==> src/rtl/mmm_pkg.sv <==
// Shared types for the branch checker: datapath widths, the in-flight
// prediction entry, and the sequential next-PC helper.
package mmm_pkg;

  localparam int XLEN = 32;
  localparam int HLEN = 8;

  typedef struct packed {
    logic [XLEN-1:0] pc;
    logic [HLEN-1:0] index;
    logic [XLEN-1:0] target;
    logic            taken;
  } bpred_entry_t;

  // Fall-through PC of a branch; wraps modulo 2^XLEN.
  function automatic logic [XLEN-1:0] seq_next_pc(input logic [XLEN-1:0] pc);
    return pc + {{(XLEN-3){1'b0}}, 3'b100};
  endfunction

endpackage

==> src/rtl/bpred_fifo.sv <==
// In-flight prediction queue: oldest entry is presented on head_o.
// clear_i has priority over push and pop in the same cycle.
module bpred_fifo
  import mmm_pkg::*;
#(
  parameter int  DEPTH   = 4,
  parameter type entry_t = bpred_entry_t
) (
  input  logic   clk_i,
  input  logic   rst_n_i,
  input  logic   push_i,
  input  entry_t push_data_i,
  input  logic   pop_i,
  input  logic   clear_i,
  output entry_t head_o,
  output logic   full_o,
  output logic   empty_o
);

  localparam int PW = (DEPTH > 1) ? $clog2(DEPTH) : 1;
  localparam int CW = $clog2(DEPTH) + 1;
  localparam logic [PW-1:0] PTR_ONE  = {{(PW-1){1'b0}}, 1'b1};
  localparam logic [CW-1:0] CNT_ONE  = {{(CW-1){1'b0}}, 1'b1};
  localparam logic [CW-1:0] CNT_FULL = CW'(DEPTH);

  entry_t        mem_r [DEPTH];
  logic [PW-1:0] wr_ptr_r;
  logic [PW-1:0] rd_ptr_r;
  logic [CW-1:0] count_r;
  logic          push_ok_s;
  logic          pop_ok_s;

  assign full_o    = (count_r == CNT_FULL);
  assign empty_o   = (count_r == '0);
  assign push_ok_s = push_i & ~full_o & ~clear_i;
  assign pop_ok_s  = pop_i & ~empty_o & ~clear_i;
  assign head_o    = mem_r[rd_ptr_r];

  // Entry storage: write the pushed entry at the tail slot.
  always_ff @(posedge clk_i) begin
    if (push_ok_s) begin
      mem_r[wr_ptr_r] <= push_data_i;
    end
  end

  // Pointer and occupancy bookkeeping; pointers wrap naturally at DEPTH.
  always_ff @(posedge clk_i or negedge rst_n_i) begin
    if (!rst_n_i) begin
      wr_ptr_r <= '0;
      rd_ptr_r <= '0;
      count_r  <= '0;
    end else if (clear_i) begin
      wr_ptr_r <= '0;
      rd_ptr_r <= '0;
      count_r  <= '0;
    end else begin
      if (push_ok_s) wr_ptr_r <= wr_ptr_r + PTR_ONE;
      if (pop_ok_s)  rd_ptr_r <= rd_ptr_r + PTR_ONE;
      case ({push_ok_s, pop_ok_s})
        2'b10:   count_r <= count_r + CNT_ONE;
        2'b01:   count_r <= count_r - CNT_ONE;
        default: count_r <= count_r;
      endcase
    end
  end

endmodule

==> config.mk <==
export PLATFORM = sky130hd
export DESIGN_NAME = bpred_fifo
export DESIGN_NICKNAME = d
export VERILOG_FILES = /design/src/rtl/mmm_pkg.sv /design/src/rtl/bpred_fifo.sv
export SDC_FILE = /design/constraint.sdc
export NUM_CORES = 1
export LEC_CHECK = 0
export ABC_AREA = 1
export CORE_UTILIZATION = 45
export CTS_BUF_LIST = sky130_fd_sc_hd__clkbuf_8 sky130_fd_sc_hd__clkbuf_16
export CTS_CLUSTER_SIZE = 12
export DETAILED_ROUTE_END_ITERATION = 8
export PLACE_DENSITY = 0.63
export SKIP_LAST_GASP = 1
export SLEW_MARGIN = 40
export SYNTH_ARGS = -nofsm -noshare
export SYNTH_HDL_FRONTEND = slang
export SYNTH_SLANG_ARGS = --single-unit
export TNS_END_PERCENT = 20
==> constraint.sdc <==
create_clock -name clk_i -period 7.3 [get_ports clk_i]
set_input_delay 1.46 -clock clk_i [delete_from_list [all_inputs] [get_ports clk_i]]
set_output_delay 1.46 -clock clk_i [all_outputs]
set_load 0.01 [all_outputs]
# --- After elaboration in Yosys (flattened, before gate mapping) ---
# Memory sizes are Yosys's and may differ from the RTL's.
# Cells that the tools add are included.
word_totals:
  mem_count: 1
  regBits: 7
  ram_bits: 292
  out_inout_bits: 75
memory_table:
  columns: ["memory", "depth", "word_bits", "rd", "rd_clocked_by_memory_dff", "wr", "line_no", "text"]
  rows:
  - ["mem_r", 4, 73, 1, 0, 1, "bpred_fifo.sv:26", "entry_t mem_r [DEPTH];"]
classes:
  n_bitwise: 7
  eq_ne: 3
  add_sub_neg: 4
  mux: 8
  n_reduce_logical: 4
op_table:
  columns: ["cell", "count"]
  rows:
  - ["$mux 2", 4]
  - ["$pmux 3 s2", 1]
  - ["$add 2x1->2 const B", 2]
  - ["$and 1x1->1", 4]
  - ["$reduce_bool 2->1", 2]
  - ["$add 3x1->3 const B", 1]
  - ["$eq 3x3->1 const B", 1]
  - ["$logic_not 3->1", 1]
  - ["$mux 3", 1]
  - ["$not 1->1", 3]
  - ["$reduce_bool 3->1", 1]
  - ["$sub 3x1->3 const B", 1]
  - ["$eq 2x1->1 const B", 1]
  - ["$eq 2x2->1 const B", 1]
  - ["$mux 1", 2]

# --- Depth between registers and ports, before layout ---
depth:
  ltp_word: 7
  depth_mapped: 13
  ltp_nobuf: 13

# --- Worst setup path before layout ---
# No wires, ideal clock.
synth_timing:
  kind: "input to register"
  from: "in clear_i"
  to: "mem mem_r[0][0] (netlist name), enable pin"
  setup_time_ps: 505
  slack_ps: 1964
  t_arrival_ps: 4831
  n_path_buf: 0
  cell_stages: 3
  path_cell_list: "inv_1 -> nand3_2 -> nor2_1"
synth_between:
  elab_chain_cells: 4
synth_lines:
  columns: ["element", "line_no", "text"]
  rows:
  - ["start, declared", "bpred_fifo.sv:14", "input logic clear_i,"]
  - ["$not 1->1", "bpred_fifo.sv:35", "assign push_ok_s = push_i & ~full_o & ~clear_i;"]
  - ["$and 1x1->1", "bpred_fifo.sv:35", null]
  - ["$mux 1", "bpred_fifo.sv:41", "if (push_ok_s) begin"]
  - ["$mux 1 (implied by the code)", "bpred_fifo.sv:42", "mem_r[wr_ptr_r] <= push_data_i;"]
  - ["end, declared", "bpred_fifo.sv:26", null]
# No other way between the ends.

==> results.toml <==
[routing]
route.detailed.drc = 0
drtIter0Drc = 473
wire_per_inst_um = 18.9
postRouteAntennaNets = 0
first_pass_iters = 5
dr_total_vias = 6758
vias_per_cell = 5.37
drt_wl_total_um = 23700

[final_layout]
fin_cells = 1259
nets = 1001
n_antenna_cell = 0
area_growth_pct = 23.1
fillers = 1935
utilization = 0.569
design_area_sq_um = 13900
drive_gt1_frac = 0.0620

[logic_synthesis]
yosysSeqAreaShare = 0.790
synth_top_area_cell = "edfxtp_1"
synthDistinctLibCells = 25
ys_ff_latch = 299
synth_cells = 772
synth_area_leaders = "edfxtp_1, nor2_1, o21ai_0"
synth_area_sq_um = 11300
yosysTopAreaCellShare = 0.775
syn_avg_cell_area_sq_um = 14.7
syn_nets = 855
yosys_warnings = 0

[floorplanning]
coreArea_sq_um = 24500
die_h_um = 161
ios = 153
rows = 57
die_w_um = 161
initial_core_util = 0.463
die-area_sq_um = 25800

[timing]
min_period_ps = 4780
final.setup.worst_slack_ps = 2520
fin_worst_skew_ps = 11.5
fin_tns_setup_ps = 0
rsz0062_at_grt = "false"
whs_ps = 563
slew-limit-headroom = 0.449
maxSlewViolCount = 0
fin_crit_sh = 0.655
fmax_mhz = 209
finalHoldViolCount = 0
tightest_slew_ps = 827
finalSetupViolations = 0

[power]
p_total_mw = 4.57
ir_worst_vdd_mv = 0.175
power.leakage_nw = 4.62
power_density_nw_per_um2 = 328

[hold_path]
hp-class = "reg -> reg"
worstHoldStart = "count_r[1]"
hold_depth = 2
hold_end = "count_r[1]"

[worst_setup_path]
r2r_cells = 5
startpoint_type = "flip-flop"
timing.rr.start = "count_r[0]"
endpoint_kind = "output pin"
cp_max_fo = 112
r2r_slack_ps = 4600
timing.rr.end = "mem_r[3][19]"
crit_arrival_ps = 3320
crit_type = "reg -> out"
crit_required_ps = 5840

[clocking]
cts_made_buffers = 31
cts_tree = "built"
clock_latency_ps = 540
cts-root-buf = "clkbuf_16"
cts_resized = 0
cts_hold_buf = 0
cts_buffer_depth = 3
cts_sinks = 299
cts_setup_buffers = 0
clkTransAtPathRegs_ps = 60
h-tree-depth = 1

[placement]
pre_cts_ws_ps = 2930
post-place-cells = 1209
post_dp_cell_area_sq_um = 13100
place_congestion = 0.714
io_buffers = 152
dp_hpwl_um = 13000

[flow_run]
drv_cap = 0

[grt]
grt_max_degree = 113
grt_overflow = 0
grt_pass1_wl_um = 37100
antenna_found_initial = 0
grtUsageTotal = 0.185
grt_pass1_vias = 6569

[outcome]
outcome = "finished clean"
==> state kept, by name (all words and copies together), names as in the netlist <==
signal,flops
wr_ptr_r,2
mem_r,292
count_r,3
rd_ptr_r,2
==> report_power, final <==
part	switching [mW]	internal [mW]
Combinational	0.628	0.500
Sequential	0.0605	2.01
Clock	0.583	0.789
Total	1.27	3.30
==> routing by layer <==
layer / up-vias / track usage / part of all wire
met2: 200 / 0.296 / 0.47
li1: 3185 / - / -
met3: 35 / 0.0393 / 0.057
met5: - / 0 / 0
met1: 3338 / 0.261 / 0.45
met4: 0 / 0.0472 / 0.023
==> Yosys cell counts, drive strengths merged <==
cell / n
a21boi: 1
a21oi: 3
buf: 27
clkbuf: 21
dfrtp: 7
edfxtp: 292
fa: 1
ha: 4
inv: 15
nand2: 21
nand3: 4
nor2: 152
o21ai: 150
o22ai: 73
xnor2: 1
==> how the worst max path moves through the flow <==
stage / slack, ps / endpoint / start / depth (start not counted)
2_1_floorplan: 1960 / mem_r[0][0] / clear_i / 3
3_3_place_gp: 2810 / head_o[39] / rd_ptr_r[0] / 5
3_5_place_dp: 2930 / mem_r[3][17] / clear_i / 5
4_1_cts: 2400 / head_o[48] / rd_ptr_r[0] / 5
5_1_grt: 2370 / head_o[54] / rd_ptr_r[0] / 5
6_report: 2520 / head_o[39] / rd_ptr_r[0] / 5
==> cell usage in the layout (no fill, tap or decap), drive strengths merged <==
cell type / n
buf: 9
nor2: 152
a21boi: 1
clkinv: 13
o21ai: 150
a21oi: 3
fa: 1
edfxtp: 292
o22ai: 73
dfrtp: 7
nand3: 4
nand2: 21
clkbuf: 31
bufinv: 1
inv: 20
ha: 4
xnor2: 1
clkdlybuf4s50: 152
==> cell families (layout without fill, tap and decap cells) <==
family          count (synthesis)  in the layout  share of synthesized area
flops                         299            299                      0.790
compound gates                227            227                      0.109
simple gates                  177            177                     0.0605
buf+inv                        63            226                     0.0331
fa+ha+maj                       5              5                    0.00619
xor+xnor                        1              1                   0.000774
==> cell type report <==
cell class | instances | area [sq um] | share of cell area
sequential | 299 | 8950 | 0.642
multi-input combinational | 410 | 2030 | 0.146
timing repair buffer | 161 | 1610 | 0.115
clock buffer | 31 | 776 | 0.0557
tap | 324 | 405 | 0.0291
clock inverter | 19 | 100 | 0.00719
inverter | 15 | 63.8 | 0.00458
==> worst max-delay path, stage by stage, from the launching register on <==
cell and delay (ps):
dfrtp_4 710, inv_8 490, buf_4 490, nor2_1 80, o22ai_1 260, clkdlybuf4s50_1 590
No activity file was read; power rests on OpenSTA's default activity.
